### config.mk
export PLATFORM = sky130hd
export DESIGN_NAME = seq_accumulator
export DESIGN_NICKNAME = d
export VERILOG_FILES = /design/src/rtl/seq_accumulator_pkg.sv /design/src/rtl/seq_accumulator_add8.sv /design/src/rtl/seq_accumulator.sv
export SDC_FILE = /design/constraint.sdc
export NUM_CORES = 1
export LEC_CHECK = 0
export CAP_MARGIN = 20
export CORE_MARGIN = 1
export CORE_UTILIZATION = 48
export DETAILED_ROUTE_END_ITERATION = 10
export GPL_TIMING_DRIVEN = 0
export PLACE_DENSITY = 0.83
export SLEW_MARGIN = 20
export SYNTH_ARGS = -nofsm -noshare
export SYNTH_HDL_FRONTEND = slang
export SYNTH_SLANG_ARGS = --single-unit
### constraint.sdc
create_clock -name clk -period 2.6 [get_ports clk]
set_clock_uncertainty 0.2 [all_clocks]
set_input_delay 0.39 -clock clk [delete_from_list [all_inputs] [get_ports clk]]
set_output_delay 0.39 -clock clk [all_outputs]
set_load 0.005 [all_outputs]
### src/rtl/seq_accumulator_pkg.sv
// Shared types and constants for the sequential signed accumulator.
package seq_accumulator_pkg;

  localparam int unsigned DATA_W = 8;

  localparam logic [DATA_W-1:0] SAT_POS = 8'h7F;
  localparam logic [DATA_W-1:0] SAT_NEG = 8'h80;

  typedef enum logic [1:0] {
    IDLE = 2'd0,
    ACC  = 2'd1,
    DONE = 2'd2
  } state_e;

  // Clamp value chosen by the sign shared by both operands of an overflowing add.
  function automatic logic [DATA_W-1:0] sat_value(input logic neg);
    return neg ? SAT_NEG : SAT_POS;
  endfunction

endpackage

### src/rtl/seq_accumulator_add8.sv
// 8-bit two's-complement adder with signed-overflow detect; carry out is dropped.
module acc_add8
  import seq_accumulator_pkg::*;
(
  input  logic [DATA_W-1:0] a,
  input  logic [DATA_W-1:0] b,
  output logic [DATA_W-1:0] s,
  output logic              overflow
);

  assign s        = a + b;
  assign overflow = (a[DATA_W-1] == b[DATA_W-1]) && (s[DATA_W-1] != a[DATA_W-1]);

endmodule

### src/rtl/seq_accumulator.sv
// Accumulates a job of `count` signed 8-bit operands and presents the sum with a sticky overflow flag.
module seq_accumulator
  import seq_accumulator_pkg::*;
#(
  parameter int unsigned SATURATE = 0,
  parameter int unsigned CNT_W    = 4
) (
  input  logic              clk,
  input  logic              rst,
  input  logic              start,
  input  logic [CNT_W-1:0]  count,
  input  logic              in_valid,
  input  logic [DATA_W-1:0] in_data,
  output logic              in_ready,
  output logic              out_valid,
  output logic [DATA_W-1:0] out_sum,
  output logic              out_ovf,
  input  logic              out_ready,
  output logic              busy
);

  state_e             state_q, state_d;
  logic [DATA_W-1:0]  acc_q, acc_d;
  logic               ovf_q, ovf_d;
  logic [CNT_W-1:0]   rem_q, rem_d;
  logic               in_ready_q, out_valid_q, busy_q;

  logic [DATA_W-1:0]  add_s;
  logic               add_ovf;

  acc_add8 u_add (
    .a        (acc_q),
    .b        (in_data),
    .s        (add_s),
    .overflow (add_ovf)
  );

  // Next-state, accumulator and counter update.
  always_comb begin
    state_d = state_q;
    acc_d   = acc_q;
    ovf_d   = ovf_q;
    rem_d   = rem_q;
    case (state_q)
      IDLE: begin
        if (start) begin
          acc_d = '0;
          ovf_d = 1'b0;
          if (count != '0) begin
            rem_d   = count;
            state_d = ACC;
          end else begin
            state_d = DONE;
          end
        end
      end
      ACC: begin
        if (in_valid) begin
          if ((SATURATE != 0) && add_ovf) begin
            acc_d = sat_value(in_data[DATA_W-1]);
          end else begin
            acc_d = add_s;
          end
          ovf_d = ovf_q | add_ovf;
          rem_d = rem_q - CNT_W'(1);
          if (rem_q == CNT_W'(1)) begin
            state_d = DONE;
          end
        end
      end
      DONE: begin
        if (out_ready) begin
          state_d = IDLE;
        end
      end
      default: state_d = IDLE;
    endcase
  end

  // Handshake flags are registered from the next state so they align with state_q.
  always_ff @(posedge clk) begin
    if (rst) begin
      state_q     <= IDLE;
      acc_q       <= '0;
      ovf_q       <= 1'b0;
      rem_q       <= '0;
      in_ready_q  <= 1'b0;
      out_valid_q <= 1'b0;
      busy_q      <= 1'b0;
    end else begin
      state_q     <= state_d;
      acc_q       <= acc_d;
      ovf_q       <= ovf_d;
      rem_q       <= rem_d;
      in_ready_q  <= (state_d == ACC);
      out_valid_q <= (state_d == DONE);
      busy_q      <= (state_d != IDLE);
    end
  end

  assign in_ready  = in_ready_q;
  assign out_valid = out_valid_q;
  assign busy      = busy_q;
  assign out_sum   = acc_q;
  assign out_ovf   = ovf_q;

endmodule
# [Yosys cells after proc, flatten, opt, wreduce, memory -nomap -nowiden]
# Cells that the tools add are included.
[classes] n_bitwise=1 add_sub_neg=2 n_reduce_logical=7 n_eq_ne=10 n_mux=16
[ops] op="$mux 8" count=2
[ops] op="$pmux 8 s2" count=1
[ops] op="$mux 4" count=3
[ops] op="$mux 2" count=5
[ops] op="$add 8x8->8" count=1
[ops] op="$pmux 4 s2" count=1
[ops] op="$ne 2x2->1 const B" count=3
[ops] op="$pmux 2 s3" count=1
[ops] op="$eq 2x1->1 const B" count=2
[ops] op="$eq 2x2->1 const B" count=2
[ops] op="$eq 4x1->1 const B" count=1
[ops] op="$reduce_and 4->1" count=1
[ops] op="$reduce_bool 2->1" count=2
[ops] op="$reduce_bool 4->1" count=1
[ops] op="$sub 4x1->4 const B" count=1
[ops] op="$reduce_and 3->1" count=1
[ops] op="$logic_not 2->1" count=1
[ops] op="$mux 1" count=2
[ops] op="$pmux 1 s2" count=1
[ops] op="$eq 1x1->1" count=1
[ops] op="$logic_and 1x1->1" count=1
[ops] op="$ne 1x1->1" count=1
[ops] op="$or 1x1->1" count=1
[totals] reg_bits=18 wordCells=43 out_inout_bits=12 in_bits=17

# [Longest topological paths before layout]
[depth] depth_word=6 depth_mapped=7 ltp_nobuf=7

# [Cells and area by module]
# A second synthesis with hierarchy kept.
[hier_totals] cells_unflattened=130 hier_area_um2=1119.8
[modules_own_cells] mod="seq_accumulator" instances=1 seq_area_each_um2=360.3 area_each_um2=840.8 cells_each=96
[modules_own_cells] mod="acc_add8" instances=1 seq_area_each_um2=0.0 area_each_um2=279.0 cells_each=34

# [Least setup slack after synthesis]
# Ideal clock, no wire load.
[synth_timing] path_type="in2reg" startpoint="input in_data[2]" endpoint="register acc_q[7] (netlist: out_sum[7])" slack_ns=0.465 arrival_ns=1.817 t_required_ns=2.282 setup_ns=0.118 path_stages=6 n_path_buf=0 path_cell_list="ha_1 o21ai_0 nor3_1 or4_1 o211a_1 mux2i_1"
[synth_between] elab_chain_len=3
[synth_lines] item="start: declaration" line="seq_accumulator.sv:13" rtl="input logic [DATA_W-1:0] in_data,"
[synth_lines] item="$add 8x8->8" line="seq_accumulator_add8.sv:11" rtl="assign s = a + b;"
[synth_lines] item="$mux 8" line="seq_accumulator.sv:58" rtl="if (in_valid) begin"
[synth_lines] item="$pmux 8 s2" line="seq_accumulator.sv:44" rtl="case (state_q)"
[synth_lines] item="end signal: assignment" line="seq_accumulator.sv:84" rtl="acc_q <= '0;"
[synth_lines] item="end signal: assignment" line="seq_accumulator.sv:92" rtl="acc_q <= acc_d;"
[synth_lines] item="end: declaration" line="seq_accumulator.sv:23" rtl="logic [DATA_W-1:0] acc_q, acc_d;"
# No other way between the ends. The select of a mux whose other input is x is not followed.
# A chain may end at the register's enable or synchronous reset.

# [Worst setup path after layout]
[layout_timing] startpoint="input in_data[1]" endpoint="register acc_q[7] (netlist: out_sum[7])"
# The elaborated chain is that of the path after synthesis.

==> flow_summary_export.csv <==
group,metric,value,unit
clocking,hold_buffers,0,
logic_synthesis,synth_common_cells,"nor2_1 (19), dfxtp_1 (18), a21oi_1 (12), nand2_1 (12), ha_1 (9)",
clocking,h-tree-depth,1,
pwr,ir_worst_vdd,0.332,mV
cells_and_area,diodes,0,
worst_setup_path,cp-start-kind,"input pin",
clocking,cts_root_buf,"clkbuf_4",
drt,initialDrtViolationCount,2,
logic_synthesis,synth_cell_types,38,
logic_synthesis,synth.avg_cell_area,8.14,sq um
worst_setup_path,critPathMaxFanout,3,
logic_synthesis,seq_area_frac_synth,32.3,%
placed_design,place.gp.congestion,0.788,
floorplan,dieArea,0.00252,sq mm
floorplan,dieWidth,50.2,um
drt,antenna_left,0,
logic_synthesis,synth.area.top_cells,"dfxtp_1 (32%), ha_1 (10%), nor2_1 (6.4%)",
drt,drt-total-wl,2480,um
drt,drt_first_pass_iters,2,
min_path,min_path_type,"reg -> reg",
cells_and_area,regArea,360,sq um
drt,wl_per_cell,12.7,um
sta,final_max_slew_viol_count,0,
global_routing,grt_pass1_wl,4040,um
logic_synthesis,ys_async_sr_fraction,0,%
floorplan,fp-row-count,17,
logic_synthesis,yosysMostFrequentCell,"nor2_1",
drt,routed-via-count,1095,
pwr,p_per_area,438,mW/mm^2
sta,max_freq,412,MHz
sta,hold_violations,0,
floorplan,pin_count,29,
clocking,clk_pin_slew,0.09,ns
logic_synthesis,syn_area,0.00111,sq mm
global_routing,antenna_found_initial,0,
cells_and_area,multiInputGateArea,724,sq um
clocking,cts_sinks,18,
drt,viasPerCell,5.62,
cells_and_area,final_cells,195,
worst_setup_path,endpoint_kind,"register",
drt,drc,0,
clocking,clkLatencyLatePin,0.30,ns
placed_design,dp.cells,192,
placed_design,dp_hpwl,2010,um
logic_synthesis,syn_nets,164,
cells_and_area,layout-area-overhead-vs-synth,29.4,%
logic_synthesis,yosysTopAreaCellShare,32.3,%
floorplan,start_util,50.9,%
sta,setup_viol,0,
sta,worst-slew-pin-transition,0.602,ns
run_status,status,"completed",
clocking,cts_made_buffers,3,
sta,holdWs,0.252,ns
pwr,total_leakage_power,0.589,nW
sta,slew-limit-headroom,59.5,%
global_routing,overflow,0,
cells_and_area,num-nets-final,196,
logic_synthesis,synthCells,137,
logic_synthesis,synth_largest_area_cell,"dfxtp_1",
clocking,cts_max_path_buffers,2,
sta,tns,0,ns
logic_synthesis,synth_warnings,0,
floorplan,core_area,0.00219,sq mm
global_routing,grtUsageTotal,21.1,%
cells_and_area,drive_gt1_share,7.78,%
logic_synthesis,synth_ff_type,"dfxtp_1",
worst_setup_path,worstSetupPathType,"in -> reg",
placed_design,port_buffers,27,
worst_setup_path,cp.required,2.59,ns
logic_synthesis,synth_edf_count,0,
worst_setup_path,worstPathArrival,2.42,ns
sta,rsz0062_at_grt,"no",
floorplan,die_h,50.2,um
clocking,cts_tree,"yes",
global_routing,grt_max_degree,11,
run,drv_cap,0,
cells_and_area,final_util,65.8,%
global_routing,grt_pass1_vias,1045,
clocking,cts_resized,0,
logic_synthesis,ys_seq_elements,18,
clocking,cts_setup_buffers,0,
sta,min_period,2.43,ns
pwr,p_total,633,uW
cells_and_area,n_fill_cell,183,
sta,post-route-period-util,93.3,%
report_power, final:
group | internal (mW) | switching (mW) | leakage [nW]
combinational | 0.0924 | 0.0900 | 0.428
sequential | 0.294 | 0.0153 | 0.147
clock | 0.0540 | 0.0867 | 0.0138
total | 0.441 | 0.192 | 0.589
metal layers:
layer	track usage, %	part of all wire, %
met1	22.3	43
met2	38.7	52
met5	0	0
met4	11.0	1.6
met3	4.55	3.3
cell families after synthesis:
logic type	count (synthesis)	share of synthesized area, %
compound gates	35	20.5
xor+xnor	3	2.36
fa+ha+maj	10	11.9
flops	18	32.3
mux	3	2.69
buf+inv	8	2.69
simple gates	60	27.5
final timing paths:
kind | from | slack, ns | cells past startpoint | end
min reg2reg | out_ovf$_SDFFE_PP0P_ | 0.25 | 2 | out_ovf$_SDFFE_PP0P_
max reg2reg | out_sum[2]$_SDFFE_PP0P_ | 0.35 | 6 | out_sum[7]$_SDFFE_PP0P_
max | in_data[1] | 0.17 | 7 | out_sum[7]$_SDFFE_PP0P_
min | out_ovf$_SDFFE_PP0P_ | 0.25 | 2 | out_ovf$_SDFFE_PP0P_
per-stage QoR:
step                cell area (sq um)  setup slack [ns]
floorplan                        1110             0.465
global placement                 1420            -0.100
detailed placement               1420            -0.138
CTS                              1440             0.171
global route                     1440            0.0440
finish                           1440             0.173
worst max-delay path: stages:
cell             delay [ns]
clkdlybuf4s50_1        0.46
ha_1                   0.35
a211oi_2               0.31
nor3_1                 0.14
or4_1                  0.51
o211a_1                0.15
mux2i_1                0.11
area by class of cell:
cell class | count | area share [%]
Buffer | 4 | 1.04
Timing Repair Buffer | 27 | 18.7
Clock buffer | 3 | 1.56
Inverter | 4 | 1.04
Sequential cell | 18 | 25.0
Tap cell | 28 | 2.43
Multi-Input combinational cell | 111 | 50.2
cells in the final DEF (no fill, tap or decap), types with 3 or more instances in the layout:
cell / n
inv_1: 4
clkbuf_1: 3
mux2i_1: 3
nor2_1: 19
nand2_1: 12
dfxtp_1: 18
ha_1: 9
o21ai_0: 7
clkbuf_4: 3
nand3b_1: 3
xnor2_1: 3
a22oi_1: 3
nand3_1: 7
clkdlybuf4s50_1: 27
nor3_1: 5
a21oi_1: 12
sequential cells by signal, indices dropped and copies added, names as in the netlist:
name,flops
out_ovf,1
busy,1
state_q,2
in_ready,1
out_valid,1
rem_q,4
out_sum,8
(Power assumes the default switching activity.)
